**config.mk**
```make
export PLATFORM = sky130hd
export DESIGN_NAME = wdt_cfg_sequencer
export DESIGN_NICKNAME = d
export VERILOG_FILES = /design/src/rtl/wdt_pkg.sv /design/src/rtl/wdt_kick_timer.sv /design/src/rtl/wdt_cfg_sequencer.sv
export SDC_FILE = /design/constraint.sdc
export NUM_CORES = 1
export LEC_CHECK = 0
export CORE_ASPECT_RATIO = 0.5
export CORE_MARGIN = 2
export CORE_UTILIZATION = 63
export DETAILED_ROUTE_END_ITERATION = 8
export DONT_BUFFER_PORTS = 1
export PLACE_DENSITY = 0.79
export SKIP_LAST_GASP = 1
export SLEW_MARGIN = 5
export SYNTH_ARGS = -nofsm -noshare
export SYNTH_HDL_FRONTEND = slang
export SYNTH_SLANG_ARGS = --single-unit
```
**constraint.sdc**
```tcl
create_clock -name clk -period 3.8 [get_ports clk]
set_input_delay 0.38 -clock clk [delete_from_list [all_inputs] [get_ports clk]]
set_output_delay 0.38 -clock clk [all_outputs]
set_load 0.01 [all_outputs]
```
**src/rtl/wdt_pkg.sv**
```systemverilog
// Shared definitions for the watchdog configuration sequencer: register map,
// write-op encoding and the op -> (offset, data) mapping.
package wdt_pkg;
  localparam logic [15:0] WDT_EN_OFS   = 16'h0100;
  localparam logic [15:0] WDT_LIVE_OFS = 16'h0200;
  localparam logic [15:0] WDT_CNT_OFS  = 16'h0300;

  localparam logic [1:0] AXI_RESP_OKAY  = 2'b00;
  localparam logic [1:0] AXI_BURST_INCR = 2'b01;
  localparam logic [2:0] AXI_SIZE_4B    = 3'b010;
  localparam int         KICK_CNT_W     = 16;

  typedef enum logic [2:0] {OP_CNT, OP_EN, OP_DIS, OP_LIVE1, OP_LIVE0} op_e;
  typedef enum logic [1:0] {IDLE, AW, W, B} state_e;

  typedef struct packed {
    logic [15:0] ofs;
    logic [31:0] data;
  } wr_req_t;

  function automatic wr_req_t op_req(input op_e op, input logic [31:0] tmo);
    wr_req_t r;
    r = '{ofs: WDT_EN_OFS, data: 32'd0};
    case (op)
      OP_CNT:   r = '{ofs: WDT_CNT_OFS, data: tmo};
      OP_EN:    r.data = 32'd1;
      OP_LIVE1: r = '{ofs: WDT_LIVE_OFS, data: 32'd1};
      OP_LIVE0: r.ofs = WDT_LIVE_OFS;
      default:  ;
    endcase
    return r;
  endfunction
endpackage

```
**src/rtl/wdt_kick_timer.sv**
```systemverilog
// Free-running kick interval counter with a sticky, coalescing kick request.
module wdt_kick_timer import wdt_pkg::*; #(
  parameter int KICK_PERIOD = 1024
) (
  input  logic clk,
  input  logic rst,
  input  logic run,
  input  logic consume,
  output logic kick_req
);
  logic [KICK_CNT_W-1:0] cnt;
  logic                  wrap;

  assign wrap = run && (cnt == KICK_CNT_W'(KICK_PERIOD - 1));

  // A wrap in the same cycle as consume re-arms the request.
  always_ff @(posedge clk or posedge rst) begin
    if (rst) begin
      cnt      <= '0;
      kick_req <= 1'b0;
    end else begin
      if (!run || wrap) cnt <= '0;
      else              cnt <= cnt + 1'b1;
      kick_req <= wrap | (kick_req & ~consume);
    end
  end
endmodule

```
**src/rtl/wdt_cfg_sequencer.sv**
```systemverilog
// AXI write master that programs the watchdog (start/stop), issues periodic
// WDLIVE kicks and latches watchdog timeouts and write errors.
module wdt_cfg_sequencer import wdt_pkg::*; #(
  parameter logic [31:0] BASE_ADDR   = 32'h1001_0000,
  parameter int          KICK_PERIOD = 1024,
  parameter logic [3:0]  MASTER_ID   = 4'd2
) (
  input  logic        clk,
  input  logic        rst,
  input  logic        start,
  input  logic        stop,
  input  logic [31:0] timeout_val,
  input  logic        kick_en,
  input  logic        wto,
  input  logic        irq_clr,
  output logic [3:0]  awid,
  output logic [31:0] awaddr,
  output logic [3:0]  awlen,
  output logic [2:0]  awsize,
  output logic [1:0]  awburst,
  output logic        awvalid,
  input  logic        awready,
  output logic [31:0] wdata,
  output logic [3:0]  wstrb,
  output logic        wlast,
  output logic        wvalid,
  input  logic        wready,
  input  logic [3:0]  bid,
  input  logic [1:0]  bresp,
  input  logic        bvalid,
  output logic        bready,
  output logic        busy,
  output logic        active,
  output logic        irq,
  output logic        err
);
  state_e      state;
  op_e         op, ld_op;
  wr_req_t     ld_req;
  logic [31:0] timeout_reg;
  logic        start_pend, stop_pend, wto_q, wto_rise;
  logic        kick_req, take_kick, any_pend, in_idle, has_second;
  logic        unused_bid;

  assign awid    = MASTER_ID;
  assign awlen   = 4'd0;
  assign awsize  = AXI_SIZE_4B;
  assign awburst = AXI_BURST_INCR;
  assign wstrb   = 4'hF;
  assign wlast   = 1'b1;
  assign unused_bid = ^bid;

  assign in_idle    = (state == IDLE);
  assign wto_rise   = wto & ~wto_q;
  assign any_pend   = stop_pend | start_pend | (kick_req & ~irq);
  assign take_kick  = in_idle & ~stop_pend & ~start_pend & kick_req & ~irq;
  assign has_second = (op == OP_CNT) || (op == OP_LIVE1);

  wdt_kick_timer #(.KICK_PERIOD(KICK_PERIOD)) u_kick (
    .clk      (clk),
    .rst      (rst),
    .run      (active & kick_en & ~irq & ~wto_rise),
    .consume  (take_kick | wto_rise),
    .kick_req (kick_req)
  );

  // Next op to load: arbitration winner from IDLE, else the sequence's second op.
  always_comb begin
    if (in_idle) ld_op = stop_pend ? OP_DIS : (start_pend ? OP_CNT : OP_LIVE1);
    else         ld_op = (op == OP_CNT) ? OP_EN : OP_LIVE0;
  end
  assign ld_req = op_req(ld_op, timeout_reg);

  // A stop supersedes any start that has not yet begun.
  always_ff @(posedge clk or posedge rst) begin
    if (rst) begin
      start_pend  <= 1'b0;
      stop_pend   <= 1'b0;
      timeout_reg <= '0;
      wto_q       <= 1'b0;
      irq         <= 1'b0;
      err         <= 1'b0;
    end else begin
      stop_pend  <= stop | (stop_pend & ~in_idle);
      start_pend <= ~stop & (start | (start_pend & ~(in_idle & ~stop_pend)));
      if (start) timeout_reg <= timeout_val;
      wto_q <= wto;
      if (wto_rise)     irq <= 1'b1;
      else if (irq_clr) irq <= 1'b0;
      if (state == B && bvalid && bresp != AXI_RESP_OKAY) err <= 1'b1;
      else if (irq_clr)                                   err <= 1'b0;
    end
  end

  always_ff @(posedge clk or posedge rst) begin
    if (rst) begin
      state   <= IDLE;
      op      <= OP_CNT;
      awvalid <= 1'b0;
      wvalid  <= 1'b0;
      bready  <= 1'b0;
      awaddr  <= '0;
      wdata   <= '0;
      busy    <= 1'b0;
      active  <= 1'b0;
    end else begin
      case (state)
        IDLE: begin
          busy <= any_pend;
          if (any_pend) begin
            state   <= AW;
            awvalid <= 1'b1;
            op      <= ld_op;
            awaddr  <= BASE_ADDR + {16'h0, ld_req.ofs};
            wdata   <= ld_req.data;
          end
        end
        AW: if (awready) begin
          awvalid <= 1'b0;
          wvalid  <= 1'b1;
          state   <= W;
        end
        W: if (wready) begin
          wvalid <= 1'b0;
          bready <= 1'b1;
          state  <= B;
        end
        B: if (bvalid) begin
          bready <= 1'b0;
          if (op == OP_EN)       active <= 1'b1;
          else if (op == OP_DIS) active <= 1'b0;
          if (has_second) begin
            state   <= AW;
            awvalid <= 1'b1;
            op      <= ld_op;
            awaddr  <= BASE_ADDR + {16'h0, ld_req.ofs};
            wdata   <= ld_req.data;
          end else begin
            state <= IDLE;
          end
        end
        default: state <= IDLE;
      endcase
    end
  end
endmodule

```
==> flow_summary.toml, run 1 <==
[critical_path]
reg2reg_slack_ns = 1.03
crit_type = "reg -> reg"
critPathRequiredTime_ns = 4.06
crit_path_max_fanout = 21
crit_path_end_kind = "flop"
cp.arrival_ns = 3.03
start_kind = "flop"

[clock_network]
cts-root-buf = "clkbuf_16"
holdBufCountCts = 0
clock_latency_ns = 0.34
postCtsSetupBuffers = 0
clk_path_buf_depth = 2
cts_tree = "built"
cts.sinks = 99
cts_max_level = 3
clkTransAtPathRegs_ns = 0.07
numCtsBuffers = 9
ctsResizeCount = 0

[die]
fp.dieH_um = 65.0
initial_core_util = 0.645
ioPinCount = 137
dieWidth_um = 126
die-area_um2 = 8190
num_rows = 22
coreArea_um2 = 7270

[sta]
setup_tns_ns = 0
relSlewSlack = 0.429
skew_ns = 0.00843
period_needed_ns = 2.77
holdWs_ns = 0.0658
worst_pin_slew_ns = 0.852
drv_slew = 0
period_share = 0.729
fmax_mhz = 361
setup_viol_count_final = 0
grt_setup_unrepaired = "no"
hold_viol_final = 0

[power_and_ir_drop]
power_leakage_nw = 2.21
p_total_mw = 3.06
p_per_area_nw_per_um2 = 627
vdd_drop_max_v = 0.000323

[global_routing]
antenna_found_initial = 0
grt-ovfl-total = 0
grt_max_degree = 70
track_usage = 0.212
grt_pass1_wl_um = 13400
grt_pass1_vias = 2746

[synthesis]
synth_enable_flop_cells = 0
postSynthAreaPerCell_um2 = 11.1
ys_ff_latch = 99
ys.flop_type = "dfrtp_1"
ys_types = 42
yosysSeqAreaShare = 0.529
yosysWarningCount = 0
syn_inst = 424
syn_area_um2 = 4690
async_flop_share = 1.00

[finish]
design_area_um2 = 4880
nNetsFinal = 476
layout_commonest_cell = "dfrtp_1"
postLayoutCoreUtil = 0.672
syn_to_final_growth_pct = 4.22
drive_above_1_share = 0.150
mostFrequentLayoutCells = "dfrtp_1 (99), conb_1 (46), inv_1 (43)"
antenna_cells = 0

[routing]
vias = 2757
avgViaCountPerCell = 5.27
wl_met2_um = 3960
top_layer = "met4"
wl_per_cell_um = 15.3
wl_met3_um = 665
dr.pass1.iters = 4
first_iter_violations = 209
drc_errors = 0
met1Wirelength_um = 3320
finalWirelength_um = 8030
postRouteAntennaNets = 0

[flow_run]
max_cap_violations = 0

[outcome]
outcome = "finished clean"

[placement]
gp_congestion = 0.810
dpl.hpwl_um = 5600
placed_area_um2 = 4570
io_buffer_count = 0

[min_path]
hold_path.class = "in -> async"
[area by class of cell]
cell class	instances	area, µm²
Clock buffer	10	229
Clock inverter	6	88.8
Fill cell	515	2380
Inverter	44	168
Multi-Input combinational cell	265	1780
Sequential cell	99	2480
Tap cell	96	120
Timing Repair Buffer	3	22.5
[worst max-delay path, stage by stage (launching register included)]
cell and delay (ns):
dfrtp_1 0.43, inv_1 0.14, ha_1 0.44, nor3b_2 0.38
nand2_1 0.21, o211ai_4 0.40, buf_4 0.44, mux2i_1 0.24
[per-layer routing]
| metal | global-route usage | vias up |
|---|---|---|
| li1 | - | 1283 |
| met1 | 0.252 | 1358 |
| met2 | 0.365 | 106 |
| met3 | 0.0867 | 10 |
| met4 | 0.0549 | 0 |
| met5 | 0 | - |
[synthesized netlist by cell type, types with 3 or more instances]
| cell type | count | share of area |
|---|---|---|
| dfrtp_1 | 99 | 0.53 |
| buf_4 | 49 | 0.078 |
| inv_1 | 44 | 0.035 |
| nand2_1 | 39 | 0.031 |
| mux2_2 | 36 | 0.086 |
| mux2i_1 | 32 | 0.068 |
| nor2_1 | 31 | 0.025 |
| xnor2_1 | 12 | 0.022 |
| a21oi_1 | 7 | 0.0075 |
| clkbuf_1 | 6 | 0.0048 |
| ha_1 | 6 | 0.016 |
| nand3_1 | 6 | 0.0064 |
| nor3_1 | 6 | 0.0064 |
| nor4_1 | 6 | 0.0080 |
| nand2b_1 | 5 | 0.0067 |
| nand4_1 | 4 | 0.0053 |
| nor2b_1 | 3 | 0.0040 |
| o21ai_0 | 3 | 0.0032 |
| xor2_1 | 3 | 0.0056 |
[report_power, final]
group / switching (mW) / leakage (nW) / internal (mW)
clock: 0.378 / 0.149 / 0.578
combinational: 0.417 / 0.793 / 0.346
sequential: 0.151 / 1.27 / 1.19
total: 0.945 / 2.21 / 2.12
[stage by stage]
| step | setup slack, ns | cells |
|---|---|---|
| floorplan | 0.830 | 468 |
| global placement | 1.18 | 507 |
| global route | 0.813 | 523 |
| finish | 1.03 | 523 |
| detailed placement | 1.01 | 507 |
| CTS | 1.02 | 523 |
[kinds of logic (layout without fill, tap and decap cells)]
kind of cell | Yosys count | after routing | synth area share
mux | 68 | 68 | 0.155
other cells | 2 | 46 | 0.00160
compound gates | 23 | 23 | 0.0350
buf+inv | 104 | 63 | 0.129
simple gates | 107 | 107 | 0.107
flops | 99 | 99 | 0.529
fa+ha+maj | 6 | 6 | 0.0160
xor+xnor | 15 | 15 | 0.0280
[final timing paths]
path                            startpoint         endpoint  depth (start not counted)
setup / recovery                  state[0]        wdata[14]                          7
hold / removal                         rst       awaddr[16]                          1
max in group asynchronous              rst  timeout_reg[17]                          2
hold reg to reg            timeout_reg[20]  timeout_reg[20]                          1
setup reg to reg                  state[0]        wdata[14]                          7
min in group clk                       wto            wto_q                          0
Power figures use the tool's default switching activity.
==> run 2: changes to the inputs <==
Clock period 3.8 ns to 2.63 ns, I/O delays scaled along.
==> run 2 against run 1 <==
Net effect: sequential share of layout area shrank 0.59 points; critical path depth is the same; cell area grew 1.2%; total power grew 41%; sequential cell count is the same; clock-buffer cell count grew 2; non-clock buffer count grew 9; setup slack lost 0.44 ns; global-route usage shrank 0.10 points; cell count grew 1.3%; sequential power grew 45%; first-iteration DRC count shrank 15%; critical endpoint is now wdata[0]; highest routed layer unchanged.
==> flow_summary.toml, run 2 (synthesis results as in run 1) <==
[outcome]
outcome = "finished clean"

[critical_path]
crit_path_max_fanout = 16
crit_path_end_kind = "flop"
crit_chain = "inv_1 > ha_1 > nor3b_2 > nand2_1 > o211ai_4 > buf_4 > mux2i_1"
crit_type = "reg -> reg"
critPathRequiredTime_ns = 2.87
cp.arrival_ns = 2.28
start_kind = "flop"
cpPeakStageDelay_ns = 0.42
critPathSlowestCell = "dfrtp_1"
cp-startpoint = "state[0]"
rr_startpoint = "state[0]"

[die]
num_rows = 22
die-area_um2 = 8190
ioPinCount = 137
coreArea_um2 = 7270
dieWidth_um = 126
initial_core_util = 0.645
fp.dieH_um = 65.0

[finish]
design_area_um2 = 4940
nNetsFinal = 485
mostFrequentLayoutCells = "dfrtp_1 (99), conb_1 (46), inv_1 (43)"
syn_to_final_growth_pct = 5.45
stdcell_count = 530
antenna_cells = 0
layout_commonest_cell = "dfrtp_1"
postLayoutCoreUtil = 0.680
drive_above_1_share = 0.152

[sta]
period_share = 0.776
worst_pin_slew_ns = 0.801
setup_tns_ns = 0
period_needed_ns = 2.04
relSlewSlack = 0.465
drv_slew = 0
grt_setup_unrepaired = "no"
skew_ns = 0.00547
hold_viol_final = 0
fmax_mhz = 490
setup_slack_ns = 0.590
setup_viol_count_final = 0

[routing]
vias = 2759
first_iter_violations = 177
drc_errors = 0
wl_per_cell_um = 15.0
avgViaCountPerCell = 5.21
finalWirelength_um = 7950
postRouteAntennaNets = 0
dr.pass1.iters = 4

[clock_network]
clkTransAtPathRegs_ns = 0.06
postCtsSetupBuffers = 0
cts-root-buf = "clkbuf_16"
numCtsBuffers = 9
cts_max_level = 3
cts_tree = "built"
cts.sinks = 99
clock_latency_ns = 0.34
clk_path_buf_depth = 2
ctsResizeCount = 0
holdBufCountCts = 3

[placement]
placed_cells = 511
dpl.hpwl_um = 5600
pre_cts_ws_ns = 0.627
io_buffer_count = 0
placed_area_um2 = 4620
gp_congestion = 0.829

[power_and_ir_drop]
power_leakage_nw = 2.23
vdd_drop_max_v = 0.000637
p_per_area_nw_per_um2 = 871

[min_path]
min-delay-start = "irq_clr"
hold_path.class = "in -> reg"

[global_routing]
antenna_found_initial = 0
grt-ovfl-total = 0
track_usage = 0.211
grt_pass1_vias = 2849
grt_pass1_wl_um = 13300
grt_max_degree = 44

[flow_run]
max_cap_violations = 0
==> run 2: layer usage <==
| metal | vias up | wire (µm) | share of wire | global-route usage |
|---|---|---|---|---|
| met5 | - | 0 | 0 | 0 |
| met1 | 1350 | 3210 | 0.40 | 0.234 |
| met4 | 0 | 76 | 0.0096 | 0.0728 |
| met2 | 99 | 4040 | 0.51 | 0.372 |
| li1 | 1303 | - | - | - |
| met3 | 7 | 629 | 0.079 | 0.0900 |
==> run 2: layout make-up <==
type                            instances  area (µm²)
Inverter                               44         169
Clock buffer                           12         256
Multi-Input combinational cell        265        1780
Fill cell                             530        2320
Timing Repair Buffer                   12         128
Sequential cell                        99        2480
Tap cell                               96         120
Clock inverter                          2        12.5
==> run 2: path summary, 6_finish.rpt <==
| check | end | slack, ns | depth (start not counted) |
|---|---|---|---|
| min | irq | 0.02 | 1 |
| min reg2reg | u_kick.cnt[0] | 0.50 | 1 |
| max reg2reg | wdata[0] | 0.59 | 7 |
| max in group asynchronous | awaddr[16] | 1.35 | 3 |
| min in group asynchronous | timeout_reg[0] | 0.55 | 2 |
| max | wdata[0] | 0.59 | 7 |
==> run 2: worst max-delay path, delay by kind of cell (launching register included) <==
kind                       cells  cell delay (ns)
muxes                          1             0.26
adders and majority gates      1             0.18
and+or+nand+nor                2             0.37
DFF                            1             0.42
buffers and inverters          2             0.50
AOI/OAI and AO/OA              1             0.20
==> run 2: metrics by stage <==
stage	total power [mW]	hold slack [ns]
finish	4.30	0.0239
global route	4.53	0.00696
CTS	4.34	0.00147
detailed placement	3.13	0.295
global placement	3.07	0.295
floorplan	2.99	0.294
==> run 2: power by group <==
group          total, mW  switching (mW)  internal [mW]
clock network       1.19           0.509          0.680
registers           1.94           0.215           1.72
logic               1.18           0.620          0.556
total               4.30            1.34           2.96
